**src/rtl/seven_seg_scan_decoder_pkg.sv**
```systemverilog
// Shared segment-code table and output FSM state type for the
// scanned seven-segment decoder and its companion hex encoder.
package seven_seg_scan_decoder_pkg;

  localparam int SEG_W = 7;

  // Entry i is the segment pattern for hex digit i (bit0=a .. bit6=g).
  localparam logic [15:0][SEG_W-1:0] SEG_CODES = {
    7'h71, 7'h79, 7'h5E, 7'h39,
    7'h7C, 7'h77, 7'h6F, 7'h7F,
    7'h07, 7'h7D, 7'h6D, 7'h66,
    7'h4F, 7'h5B, 7'h06, 7'h3F
  };

  typedef enum logic {
    ST_IDLE,
    ST_HOLD
  } state_t;

  typedef struct packed {
    logic       valid;
    logic [3:0] nibble;
  } hex_t;

endpackage

```
**src/rtl/seven_seg_scan_decoder_if.sv**
```systemverilog
// Scan-side inputs and frame-side handshake of the seven-segment
// scan decoder; the decoder attaches through the slave modport.
interface seven_seg_scan_decoder_if #(
  parameter int NUM_DIGITS = 4
);

  logic [6:0]              seg_in;
  logic [NUM_DIGITS-1:0]   digit_sel;
  logic                    strobe;
  logic [4*NUM_DIGITS-1:0] value_out;
  logic                    value_valid;
  logic                    value_ack;
  logic                    code_err;
  logic                    overflow;

  modport master (
    output seg_in,
    output digit_sel,
    output strobe,
    output value_ack,
    input  value_out,
    input  value_valid,
    input  code_err,
    input  overflow
  );

  modport slave (
    input  seg_in,
    input  digit_sel,
    input  strobe,
    input  value_ack,
    output value_out,
    output value_valid,
    output code_err,
    output overflow
  );

endinterface

```
**src/rtl/seven_seg_scan_decoder_seg_to_hex.sv**
```systemverilog
// Combinational segment-pattern to hex-nibble lookup; any pattern
// outside the 16-entry table comes back with valid cleared.
module seg_to_hex
  import seven_seg_scan_decoder_pkg::*;
(
  input  logic [SEG_W-1:0] seg,
  output hex_t             hex
);

  always_comb begin
    hex = '0;
    for (int i = 0; i < 16; i++) begin
      if (seg == SEG_CODES[i]) begin
        hex.valid  = 1'b1;
        hex.nibble = 4'(i);
      end
    end
  end

endmodule

```
**src/rtl/seven_seg_scan_decoder.sv**
```systemverilog
// Scanned seven-segment decoder: assembles per-digit nibbles into frames.
// Optional SEG_STABLE_FILTER_EN adds a per-digit code stability filter.
module seven_seg_scan_decoder
  import seven_seg_scan_decoder_pkg::*;
#(
  parameter int NUM_DIGITS = 4,
  parameter int STABLE_CNT = 3
) (
  input logic                     clk,
  input logic                     rst,
  seven_seg_scan_decoder_if.slave bus
);

  localparam int IW = (NUM_DIGITS > 1) ? $clog2(NUM_DIGITS) : 1;

  if (NUM_DIGITS < 1 || STABLE_CNT < 1) begin : g_cfg_chk
    $error("NUM_DIGITS and STABLE_CNT must be at least 1");
  end

  state_t                      state_q, state_d;
  logic [4*NUM_DIGITS-1:0]     value_q, value_d;
  logic [NUM_DIGITS-1:0][3:0]  shadow_q, shadow_d;
  logic [NUM_DIGITS-1:0]       captured_q, captured_d;
  logic                        err_q, err_d;
  logic                        ovf_q, ovf_d;

  hex_t                        dec;
  logic                        sel_ok;
  logic [IW-1:0]               sel_idx;
  logic                        accept;
  logic                        done;

`ifdef SEG_STABLE_FILTER_EN
  localparam int CW = $clog2(STABLE_CNT + 1);
  logic [NUM_DIGITS-1:0][6:0]    last_q, last_d;
  logic [NUM_DIGITS-1:0][CW-1:0] cnt_q, cnt_d;
  logic [CW-1:0]                 cnt_nxt;
`endif

  seg_to_hex u_dec (
    .seg (bus.seg_in),
    .hex (dec)
  );

  assign sel_ok = $onehot(bus.digit_sel);

  always_comb begin
    sel_idx = '0;
    for (int i = 0; i < NUM_DIGITS; i++) begin
      if (bus.digit_sel[i]) sel_idx = IW'(i);
    end
  end

  // Capture path: filter, shadow registers, captured flags
  always_comb begin
    err_d      = 1'b0;
    shadow_d   = shadow_q;
    captured_d = captured_q;
    accept     = 1'b0;
    done       = 1'b0;
`ifdef SEG_STABLE_FILTER_EN
    last_d     = last_q;
    cnt_d      = cnt_q;
    cnt_nxt    = '0;
`endif
    if (bus.strobe) begin
      if (!sel_ok) begin
        err_d = 1'b1;
      end else if (!dec.valid) begin
        err_d               = 1'b1;
        captured_d[sel_idx] = 1'b0;
`ifdef SEG_STABLE_FILTER_EN
        cnt_d[sel_idx]      = '0;
`endif
      end else begin
`ifdef SEG_STABLE_FILTER_EN
        if (last_q[sel_idx] == bus.seg_in && cnt_q[sel_idx] != '0) begin
          cnt_nxt = (cnt_q[sel_idx] == CW'(STABLE_CNT)) ?
                    cnt_q[sel_idx] : cnt_q[sel_idx] + 1'b1;
        end else begin
          cnt_nxt = CW'(1);
        end
        last_d[sel_idx] = bus.seg_in;
        cnt_d[sel_idx]  = cnt_nxt;
        accept          = (cnt_nxt >= CW'(STABLE_CNT));
`else
        accept = 1'b1;
`endif
      end
      if (accept) begin
        shadow_d[sel_idx]   = dec.nibble;
        captured_d[sel_idx] = 1'b1;
      end
      done = &captured_d;
      if (done) captured_d = '0;
    end
  end

  // Output FSM: frame hand-off and drop tracking
  always_comb begin
    state_d = state_q;
    value_d = value_q;
    ovf_d   = ovf_q;
    unique case (state_q)
      ST_IDLE: begin
        if (done) begin
          state_d = ST_HOLD;
          value_d = shadow_d;
        end
      end
      ST_HOLD: begin
        if (bus.value_ack) begin
          ovf_d = 1'b0;
          if (done) value_d = shadow_d;
          else      state_d = ST_IDLE;
        end else if (done) begin
          ovf_d = 1'b1;
        end
      end
      default: state_d = ST_IDLE;
    endcase
  end

  always_ff @(posedge clk) begin
    if (rst) begin
      state_q    <= ST_IDLE;
      value_q    <= '0;
      shadow_q   <= '0;
      captured_q <= '0;
      err_q      <= 1'b0;
      ovf_q      <= 1'b0;
`ifdef SEG_STABLE_FILTER_EN
      last_q     <= '0;
      cnt_q      <= '0;
`endif
    end else begin
      state_q    <= state_d;
      value_q    <= value_d;
      shadow_q   <= shadow_d;
      captured_q <= captured_d;
      err_q      <= err_d;
      ovf_q      <= ovf_d;
`ifdef SEG_STABLE_FILTER_EN
      last_q     <= last_d;
      cnt_q      <= cnt_d;
`endif
    end
  end

  assign bus.value_out   = value_q;
  assign bus.value_valid = (state_q == ST_HOLD);
  assign bus.code_err    = err_q;
  assign bus.overflow    = ovf_q;

endmodule

```
**src/flat_wrapper.sv**
```systemverilog
// flat-port wrapper written by rule: the top's interface ports become plain ports
module seven_seg_scan_decoder_flat import seven_seg_scan_decoder_pkg::*;
#(
  parameter int NUM_DIGITS = 4,
  parameter int STABLE_CNT = 3
)
  (clk, rst, bus_seg_in, bus_digit_sel, bus_strobe, bus_value_ack, bus_value_out, bus_value_valid, bus_code_err, bus_overflow);
  seven_seg_scan_decoder_if #(.NUM_DIGITS(NUM_DIGITS)) bus_i ();
  input logic clk;
  input logic rst;
  input wire logic [$bits(bus_i.seg_in)-1:0] bus_seg_in;
  input wire logic [$bits(bus_i.digit_sel)-1:0] bus_digit_sel;
  input wire logic [$bits(bus_i.strobe)-1:0] bus_strobe;
  input wire logic [$bits(bus_i.value_ack)-1:0] bus_value_ack;
  output wire logic [$bits(bus_i.value_out)-1:0] bus_value_out;
  output wire logic [$bits(bus_i.value_valid)-1:0] bus_value_valid;
  output wire logic [$bits(bus_i.code_err)-1:0] bus_code_err;
  output wire logic [$bits(bus_i.overflow)-1:0] bus_overflow;
  assign bus_i.seg_in = bus_seg_in;
  assign bus_i.digit_sel = bus_digit_sel;
  assign bus_i.strobe = bus_strobe;
  assign bus_i.value_ack = bus_value_ack;
  assign bus_value_out = bus_i.value_out;
  assign bus_value_valid = bus_i.value_valid;
  assign bus_code_err = bus_i.code_err;
  assign bus_overflow = bus_i.overflow;
  seven_seg_scan_decoder #(.NUM_DIGITS(NUM_DIGITS), .STABLE_CNT(STABLE_CNT)) u_core (.clk(clk), .rst(rst), .bus(bus_i));
endmodule
```
**config.mk**
```make
export PLATFORM = sky130hd
export DESIGN_NAME = seven_seg_scan_decoder_flat
export DESIGN_NICKNAME = d
export VERILOG_FILES = /design/src/rtl/seven_seg_scan_decoder_pkg.sv /design/src/rtl/seven_seg_scan_decoder_if.sv /design/src/rtl/seven_seg_scan_decoder_seg_to_hex.sv /design/src/rtl/seven_seg_scan_decoder.sv /design/src/flat_wrapper.sv
export SDC_FILE = /design/constraint.sdc
export NUM_CORES = 1
export LEC_CHECK = 0
export ABC_AREA = 1
export CORE_ASPECT_RATIO = 1.2
export CORE_MARGIN = 4
export CORE_UTILIZATION = 51
export CTS_BUF_LIST = sky130_fd_sc_hd__clkbuf_4
export CTS_CLUSTER_SIZE = 10
export DETAILED_ROUTE_END_ITERATION = 8
export PLACE_DENSITY_LB_ADDON = 0.12
export SETUP_SLACK_MARGIN = 0.5
export SYNTH_ARGS = -nofsm -noshare
export SYNTH_HDL_FRONTEND = slang
export SYNTH_HIERARCHICAL = 1
export SYNTH_SLANG_ARGS = --single-unit
```
**constraint.sdc**
```tcl
create_clock -name clk -period 2.7 [get_ports clk]
set_input_delay 0.54 -clock clk [delete_from_list [all_inputs] [get_ports clk]]
set_output_delay 0.54 -clock clk [all_outputs]
set_load 0.005 [all_outputs]
```
==> out/metrics.yaml, run 1 <==
routed_via_density: 5.22
fin_crit_sh_pct: 94.0
grt_overflow: 0
clockBufferDepth: 2
final_cells: 515
worst_ep_required_time_ns: 2.98
crit_slowest_cell: "fa_1"
pin_count: 34
firstDrtPassIters: 5
drt-wirelength-per-cell_um: 14.2
setup_viol: 0
p_clk_share_pct: 26.4
powerDensity_nw_per_um2: 334
antenna_cells: 0
startpoint_type: "input pin"
grt_pass1_wl_um: 11800
critPathCaptureType: "register"
period_needed_ns: 2.54
portBuffers: 33
gp_congestion: 0.834
final_common_cell: "nand2_1"
slew_headroom_pct: 56.5
netlist_area_um2: 2410
holdPathStages: 2
ys_seq_area_share_pct: 32.4
finalClockSkew_ns: 0.0183
numCtsBuffers: 5
clk_pin_slew_worst_paths_ns: 0.14
hpwl_um: 4320
status: "finished, final reports clean"
cts_hold_buffers: 0
max_stage_delay_ns: 0.52
core_um2: 4590
power.share.sequential_pct: 48.9
synth-edff-count: 0
critPathMaxFanout: 7
nets: 474
cts_sinks: 39
switchingPower_w: 0.000373
most-common-layout-cells: "nand2_1 (74), inv_1 (62), buf_4 (47), nor2_1 (42), dfxtp_1 (39)"
worstSkewPairLatency_ns: 0.37
synth_top_flop_cell: "dfxtp_1"
crit_type: "input pin to register"
avgSynthCellArea_um2: 6.49
fmax_mhz: 394
power.internal_w: 0.000824
leakage_nw: 1.67
worstHoldPathType: "register to register"
die_area_um2: 5890
reg2regPathDepth: 5
route.vias.total: 2689
drc: 0
final_layout_size_suffix_gt1_share_pct: 33.9
finalMaxSlewViolations: 0
placed_cells_incl_taps: 489
synth_fp_nets: 389
ys_ff_latch: 39
detail-route-antenna-nets: 0
drtIter0Drc: 292
cts_tree: "yes"
fin_area_um2: 3580
r2r_slack_ns: 1.33
grt_use_total_pct: 24.7
grt_pass1_vias: 2637
maxCapViolations: 0
start_util_pct: 52.4
hold_viol_final: 0
syn2layout_area_growth_pct: 48.7
fp.dieW_um: 70.7
pwr-share-comb_pct: 24.7
cp_cell_sequence: "buf_8 > inv_6 > fa_1 > inv_1 > ha_2 > ha_4 > inv_4 > nand2_4 > nor2_4 > buf_4 > nand3_4 > nand2_4 > nor2_8 > buf_12 > buf_8 > nand2_2 > inv_4 > nor3_2"
synthCells: 371
root_buffer: "clkbuf_4"
setup-tns-final_ns: 0
fp-row-count: 27
placed_cell_area_um2: 3080
antenna_found_initial: 0
drt-total-wl_um: 7290
worst_slew_pin_slew_ns: 0.652
swShare_pct: 31.1
synth.distinct_cells: 27
synthArstFlopShare_pct: 0
worstPathArrival_ns: 2.82
ys_warn_count: 6
h-tree-depth: 2
grt_max_degree: 25
rsz0062_at_grt: "yes"
die_h_um: 83.3
n_fill_cell: 342
vdd_drop_max_mv: 0.196
==> cell families (layout without fill, tap and decap cells) <==
kind of cell	count (synthesis)	count (layout)	synth area share, %
buf+inv	91	176	15.2
fa+ha+maj	3	3	1.87
flops	39	39	32.4
compound gates	9	9	2.23
simple gates	229	230	48.3
==> sequential cells by signal, indices dropped and copies added (netlist names) <==
register,count
u_core/captured_q,4
u_core/bus.overflow,1
u_core/bus.code_err,1
u_core/bus.value_out,16
u_core/bus.value_valid,1
u_core/shadow_q,16
==> Yosys cell counts, drive strengths merged (3+ instances only) <==
cell type / count / area [um^2]
nand3: 17 / 108
nor3: 11 / 60.1
nand2: 108 / 460
clkbuf: 7 / 26.3
o21ai: 4 / 20.0
dfxtp: 39 / 781
a21oi: 3 / 15.0
inv: 77 / 294
nor2: 59 / 322
nand4: 34 / 213
buf: 7 / 46.3
==> what timing repair did <==
item | 4_1_cts | 5_1_grt
pin swaps | 34 | 24
cloned | 4 | 0
buffers inserted | 9 | 5
hold endpoints to repair | 0 | 0
gates resized for setup | 56 | 32
setup endpoints to repair | 39 | 39
==> metrics by stage <==
step                      worst slack, ns  total power, W  hold WS (ns)  utilization (%)
final                               0.162         0.00120         0.490             77.9
after global routing               0.0870         0.00125         0.503             77.9
after CTS                           0.238         0.00117         0.459             74.4
after detailed placement           -0.682        0.000805         0.440             67.0
after global placement             -0.599        0.000802         0.434             67.0
after floorplan                   -0.0850        0.000724         0.442                -
==> power by group through the flow <==
stage	Sequential [W]	Combinational (W)	Clock [W]
2_1_floorplan	0.000597	0.000127	0
5_1_grt	0.000586	0.000318	0.000347
6_report	0.000585	0.000296	0.000316
3_3_place_gp	0.000597	0.000204	0
3_5_place_dp	0.000598	0.000208	0
4_1_cts	0.000585	0.000262	0.000319
==> per-layer routing <==
layer  global-route usage, %  share of wire, %
met5                       0                 0
met4                    13.8               5.8
met3                    4.60               7.0
met2                    44.5                53
met1                    26.2                34
==> final cells by class <==
type / count / area [um^2] / share of cell area [%]
Inverter: 77 / 299 / 8.35
Sequential cell: 39 / 781 / 21.8
Clock buffer: 6 / 45.0 / 1.26
Multi-Input combinational cell: 242 / 1490 / 41.6
Tap cell: 58 / 72.6 / 2.03
Timing Repair Buffer: 91 / 880 / 24.6
Clock inverter: 2 / 12.5 / 0.349
==> critical path: cells and delay by family <==
family	cells	cell delay, ns
AND/OR/NAND/NOR	7	0.67
adder cells (fa/ha/maj)	3	0.91
buffers and inverters	8	0.69
==> final timing paths <==
| path | start | endpoint |
|---|---|---|
| hold / removal | u_core/bus.overflow | u_core/bus.overflow |
| hold reg to reg | u_core/bus.overflow | u_core/bus.overflow |
| setup reg to reg | u_core/bus.value_valid | u_core/bus.value_out[7] |
| setup / recovery | bus_digit_sel[3] | u_core/captured_q[2] |
Power figures use the tool's default switching activity.
==> inputs of run 2 (changes only) <==
--- a/config.mk
+++ b/config.mk
@@ -5,10 +5,10 @@
 export SDC_FILE = /design/constraint.sdc
 export NUM_CORES = 1
 export LEC_CHECK = 0
-export ABC_AREA = 1
+export ABC_AREA = 0
 export CORE_ASPECT_RATIO = 1.2
 export CORE_MARGIN = 4
-export CORE_UTILIZATION = 51
+export CORE_UTILIZATION = 50
 export CTS_BUF_LIST = sky130_fd_sc_hd__clkbuf_4
 export CTS_CLUSTER_SIZE = 10
 export DETAILED_ROUTE_END_ITERATION = 8
==> constraint.sdc (replaced) <==
create_clock -name clk -period 2.1 [get_ports clk]
set_input_delay 0.42 -clock clk [delete_from_list [all_inputs] [get_ports clk]]
set_output_delay 0.42 -clock clk [all_outputs]
set_load 0.005 [all_outputs]
==> out/metrics.yaml, run 2 <==
status: "finished, violations left"
violations: "negative setup slack"
synth_top_family_by_area: "simple AND/OR/NAND/NOR gates"
start_util_pct: 52.7  # +0.26 points
swShare_pct: 26.0  # -5.2 points
hold_ws_ns: 0.483  # -0.00662 ns
synth_top_cell_by_area: "dfxtp_1"
grt_use_total_pct: 22.3  # -2.4 points
critPathMaxFanout: 8  # +1
final_common_cell: "buf_4"
vdd_drop_max_mv: 0.752  # +280%
synth_common_cells: "dfxtp_1 (39), nor2_1 (19), nor2b_1 (19), mux2i_1 (17), mux2_2 (16)"
final_core_util_pct: 81.2  # +3.2 points
die_h_um: 79.2  # -5.0%
firstDrtPassIters: 4  # -1
pwr-share-comb_pct: 20.2  # -4.5 points
crit_type: "input pin to register"
synth.distinct_cells: 53  # +96%
synth_fp_nets: 245  # -37%
fp.dieW_um: 67.3  # -4.9%
synthSimpleGateAreaFrac_pct: 27.2  # -21 points
cts_hold_buffers: 0  # unchanged
switchingPower_w: 0.000406  # +9.0%
grt_max_degree: 27  # +8.0%
gp_congestion: 0.885  # +6.1%
worst_slew_pin_slew_ns: 0.343  # -0.309 ns
drc: 0  # unchanged
fmax_mhz: 352
synthCells: 227  # -39%
critPathCaptureType: "register"
avgSynthCellArea_um2: 9.29  # +43%
synth_compound_area_share_pct: 10.3  # +8.1 points
h-tree-depth: 2  # unchanged
drt-total-wl_um: 5400  # -26%
rsz0062_at_grt: "yes"
syn2layout_area_growth_pct: 54.0
synthTopCellsByArea: "dfxtp_1 (37%), mux2_2 (8.5%), mux2i_1 (8.1%)"
pin_count: 34  # unchanged
drtIter0Drc: 96  # -67%
worstPathArrival_ns: 3.09  # +0.27 ns
numCtsBuffers: 5  # unchanged
fin_crit_sh_pct: 135
antenna_cells: 0  # unchanged
final_layout_size_suffix_gt1_share_pct: 43.9  # +10 points
grt_pass1_vias: 1993  # -24%
grt_pass1_wl_um: 9240  # -22%
crit_slowest_cell: "fa_1"
portBuffers: 33  # unchanged
core_um2: 4000  # -13%
startpoint_type: "input pin"
grt_overflow: 0  # unchanged
synth_top_flop_cell: "dfxtp_1"
cts_sinks: 39  # unchanged
synth-xor-area-share_pct: 0  # unchanged
r2r_slack_ns: 0.09  # -1.24 ns
power.share.sequential_pct: 47.5  # -1.4 points
route.vias.total: 1937  # -28%
netlist.area_leader.share_pct: 37.0  # +4.6 points
total_power_w: 0.00156  # +31%
setup_viol: 38  # +38
pre_cts_slack_ns: -1.50  # -0.813 ns
netlist_area_um2: 2110  # -12%
hold_viol_final: 0  # unchanged
setup_ws_ns: -0.744  # -0.906 ns
n_fill_cell: 272  # -20%
root_buffer: "clkbuf_4"
nets: 329  # -31%
placed_cell_area_um2: 2820  # -8.5%
max_stage_delay_ns: 0.53  # about the same
leakage_nw: 1.47  # -12%
fp-row-count: 25  # -7.4%
maxCapViolations: 0  # unchanged
synth_most_common_cell: "dfxtp_1"
worstHoldPathType: "register to register"
fin_area_um2: 3250  # -9.3%
slew_headroom_pct: 77.0  # +20 points
regArea_um2: 801  # +2.6%
cp_cell_sequence: "buf_8 > inv_4 > fa_1 > inv_1 > ha_2 > ha_4 > or3b_4 > a211oi_4 > a31oi_4 > nor4_4 > buf_4 > clkbuf_16 > mux2_4"
ys_warn_count: 6  # unchanged
synth_fa_ha_area_share_pct: 2.14  # +0.27 points
antenna_found_initial: 0  # unchanged
finalClockSkew_ns: 0.00900  # -0.00932 ns
clk_pin_slew_worst_paths_ns: 0.12  # -0.02 ns
synth-edff-count: 0  # unchanged
die_area_um2: 5330  # -9.6%
powerDensity_nw_per_um2: 481  # +44%
clockBufferDepth: 2  # unchanged
period_needed_ns: 2.84
p_clk_share_pct: 32.3  # +5.9 points
routed_via_density: 5.29  # +1.4%
cts_tree: "yes"
worstSkewPairLatency_ns: 0.34  # -0.03 ns
detail-route-antenna-nets: 0  # unchanged
worst_ep_required_time_ns: 2.34  # -0.64 ns
drt-wirelength-per-cell_um: 14.8  # +4.2%
power.internal_w: 0.00116  # +40%
muxShareOfSynthArea_pct: 16.6  # +17 points
ys_ff_latch: 39  # unchanged
finalMaxSlewViolations: 0  # unchanged
multi_input_area_um2: 1430  # -4.2%
synthArstFlopShare_pct: 0  # unchanged
most-common-layout-cells: "buf_4 (42), dfxtp_1 (23), dlygate4sd2_1 (21), nor2b_1 (19), nor2_1 (18)"
hpwl_um: 3500  # -19%
ys_seq_area_share_pct: 37.0  # +4.6 points
[run 2: cell types whose count changed after synthesis, sizes merged, moves of 4 or more]
cell   change
a21oi      +6
inv       -66
mux2      +16
mux2i     +17
nand2     -95
nand3      -8
nand4     -29
nor2      -40
nor2b     +20
nor3       -5
nor4       +4
[run 2: metrics by stage]
stage | TNS (ns) | std cells
2_1_floorplan | -28.09 | 227
3_3_place_gp | -48.21 | 345
3_5_place_dp | -49.43 | 345
4_1_cts | -20.16 | 363
5_1_grt | -21.68 | 366
6_report | -18.67 | 366
[run 2: critical path: cells and delay by family]
kind                     cells  cell delay [ns]
AO/OA/AOI/OAI                2             0.27
multiplexers                 1             0.30
adder cells (fa/ha/maj)      3             0.92
AND/OR/NAND/NOR              2             0.71
buffers and inverters        5             0.48
[run 2: worst paths after layout]
kind | from | end | cells after the start
max | bus_digit_sel[3] | u_core/bus.value_out[4] | 13
min | u_core/bus.overflow | u_core/bus.overflow | 1
max reg2reg | u_core/captured_q[3] | u_core/bus.value_out[4] | 7
min reg2reg | u_core/bus.overflow | u_core/bus.overflow | 1
[run 2: per-layer routing]
layer	share of wire, %	GRT usage [%]	vias to the layer above
met5	0	0	-
met4	1.2	7.30	0
met3	4.0	4.67	6
met2	51	38.3	39
met1	44	27.1	925
li1	-	-	967
[run 2: kinds of logic (layout without fill, tap and decap cells)]
group,count (synthesis),count (layout)
and+or+nand+nor,93,93
DFF,39,39
muxes,33,33
AOI/OAI and AO/OA,32,32
buffers and inverters,27,112
adders and majority gates,3,3
[run 2: timing repair]
item	in CTS	in global routing
setup endpoints to repair	57	41
setup buffers	8	3
resized for setup	89	26
gates cloned	2	0
pin swaps	17	16
[run 2: final cells by class]
type / count / share of cell area [%]
repair buffers: 93 / 25.5
clock inverters: 3 / 1.35
inverters: 11 / 1.35
flip-flops and latches: 39 / 24.6
clock buffers: 5 / 1.16
well taps: 54 / 2.08
multi-input cells: 161 / 44.0
[run 2: power groups by stage]
stage / Combinational (W) / Clock, W / Sequential (W)
floorplan: 0.000137 / 0 / 0.000759
global placement: 0.000252 / 0 / 0.000759
detailed placement: 0.000255 / 0 / 0.000759
CTS: 0.000299 / 0.000517 / 0.000742
global route: 0.000342 / 0.000551 / 0.000742
finish: 0.000316 / 0.000505 / 0.000742
==> inputs of run 3 (changes only) <==
--- a/config.mk
+++ b/config.mk
@@ -5,10 +5,10 @@
 export SDC_FILE = /design/constraint.sdc
 export NUM_CORES = 1
 export LEC_CHECK = 0
-export ABC_AREA = 0
+export ABC_AREA = 1
 export CORE_ASPECT_RATIO = 1.2
 export CORE_MARGIN = 4
-export CORE_UTILIZATION = 50
+export CORE_UTILIZATION = 51
 export CTS_BUF_LIST = sky130_fd_sc_hd__clkbuf_4
 export CTS_CLUSTER_SIZE = 10
 export DETAILED_ROUTE_END_ITERATION = 8
==> out/metrics.yaml, run 3 (same netlist as run 1, synthesis figures left out) <==
status: "finished, violations left"
violations: "negative setup slack"
finalMaxSlewViolations: 0  # unchanged
max_stage_delay_ns: 0.52  # about the same
worstHoldPathType: "register to register"
placed_cell_area_um2: 3080  # +9.1%
grt.met3_usage_pct: 4.00  # -0.67 points
most-common-layout-cells: "inv_1 (65), nand2_1 (54), nand2_2 (48), nand4_1 (34)"
final_common_cell: "inv_1"
crit_slowest_cell: "fa_1"
startpoint_type: "input pin"
crit_type: "input pin to register"
cts_sinks: 39  # unchanged
grt-busiest-layer: "met2"
powerDensity_nw_per_um2: 408  # -15%
grt_use_met1_pct: 24.9  # -2.2 points
worstSkewPairLatency_ns: 0.36  # +0.02 ns
critPathMaxFanout: 9  # +1
worstPathArrival_ns: 2.68  # -0.41 ns
use_met2_pct: 38.6  # +0.30 points
grt_overflow: 0  # unchanged
fin_crit_sh_pct: 113  # -22 points
numCtsBuffers: 5  # unchanged
fp-row-count: 27  # +8.0%
h-tree-depth: 2  # unchanged
worst_ep_required_time_ns: 2.40  # +0.06 ns
crit_top_cell: "nand2_1"
antenna_found_initial: 0  # unchanged
cts_hold_buffers: 0  # unchanged
fin_area_um2: 3680  # +13%
vdd_drop_max_mv: 0.246  # -67%
cp_cell_sequence: "buf_8 > inv_6 > fa_1 > inv_1 > ha_2 > ha_4 > inv_4 > nand2_4 > nor2_4 > nand2_1 > nand2_1 > nand2_2 > nand2_4 > nor2_8 > buf_4 > buf_16 > nand4_1 > nand2_1 > nor2_2"
start_util_pct: 52.4  # -0.26 points
finalClockSkew_ns: 0.00450  # -0.00450 ns
drt-total-wl_um: 7280  # +35%
clockBufferDepth: 2  # unchanged
setup_ws_ns: -0.279  # +0.465 ns
grt_use_total_pct: 21.3  # -0.94 points
slew_headroom_pct: 62.0  # -15 points
grt_max_degree: 25  # -7.4%
clk_pin_slew_worst_paths_ns: 0.12  # about the same
hpwl_um: 4270  # +22%
antenna_cells: 0  # unchanged
grt_pass1_wl_um: 10300  # +12%
final_layout_size_suffix_gt1_share_pct: 43.3  # -0.58 points
leakage_nw: 1.76  # +20%
nets: 467  # +42%
setup-tns-final_ns: -6.32  # +12.35 ns
drt-wirelength-per-cell_um: 14.3  # -2.8%
worst_slew_pin_slew_ns: 0.569  # +0.226 ns
gp_congestion: 0.839  # -5.2%
rsz0062_at_grt: "yes"
fmax_mhz: 420  # +20%
grt_pass1_vias: 2285  # +15%
fp.dieW_um: 70.7  # +5.1%
hold_viol_final: 0  # unchanged
routed_via_density: 5.18  # -2.1%
drc: 0  # unchanged
syn2layout_area_growth_pct: 53.0
die_h_um: 83.3  # +5.2%
die_area_um2: 5890  # +11%
route.vias.total: 2631  # +36%
firstDrtPassIters: 5  # +1
detail-route-antenna-nets: 0  # unchanged
portBuffers: 33  # unchanged
critPathCaptureType: "register"
drtIter0Drc: 189  # +97%
period_needed_ns: 2.38  # -0.465 ns
setup_viol: 35  # -7.9%
cts_tree: "yes"
maxCapViolations: 0  # unchanged
core_um2: 4590  # +15%
pin_count: 34  # unchanged
root_buffer: "clkbuf_4"
run 3: critical path: cells and delay by family:
| family | cells | cell delay, ns |
|---|---|---|
| adders and majority gates | 3 | 0.91 |
| buffers and inverters | 6 | 0.49 |
| and+or+nand+nor | 10 | 0.83 |
run 3: per-stage QoR:
step	cells	worst slack, ns	util, %	power [W]	hold WS (ns)
floorplan	371	-0.565	-	0.000931	0.442
global placement	487	-1.09	67.0	0.00103	0.432
detailed placement	487	-1.18	67.0	0.00103	0.440
CTS	506	-0.250	73.3	0.00146	0.453
global route	508	-0.380	80.2	0.00156	0.486
finish	508	-0.279	80.2	0.00150	0.478
run 3: worst paths after layout:
path,slack (ns),endpoint,start,depth (start not counted)
hold / removal,0.48,u_core/bus.overflow,u_core/bus.overflow,2
setup / recovery,-0.28,u_core/bus.value_out[11],bus_digit_sel[3],19
hold reg to reg,0.48,u_core/bus.overflow,u_core/bus.overflow,2
setup reg to reg,0.74,u_core/bus.value_out[14],u_core/captured_q[1],9
run 3: layout make-up:
type	count	area, um^2
clock buffers	6	45.0
flip-flops and latches	39	802
inverters	77	299
well taps	58	72.6
multi-input cells	242	1590
fillers	318	910
clock inverters	2	12.5
repair buffers	84	867
run 3: what timing repair did:
item / 4_1_cts / 5_1_grt
pin swaps: 30 / 32
gates resized for setup: 74 / 87
setup endpoints to repair: 58 / 40
setup buffers: 7 / 1
cloned: 4 / 1
run 3: report_power, final:
group / leakage (nW) / internal (W) / switching, W
clock network: 0.0317 / 0.000142 / 0.000266
logic: 1.41 / 0.000140 / 0.000202
registers: 0.324 / 0.000748 / 0.00000449
run 3: metal layers:
layer | vias up | wire length [um]
met1 | 1215 | 2890
met4 | 0 | 163
met3 | 21 | 331
met2 | 91 | 3900
met5 | - | 0
li1 | 1304 | -
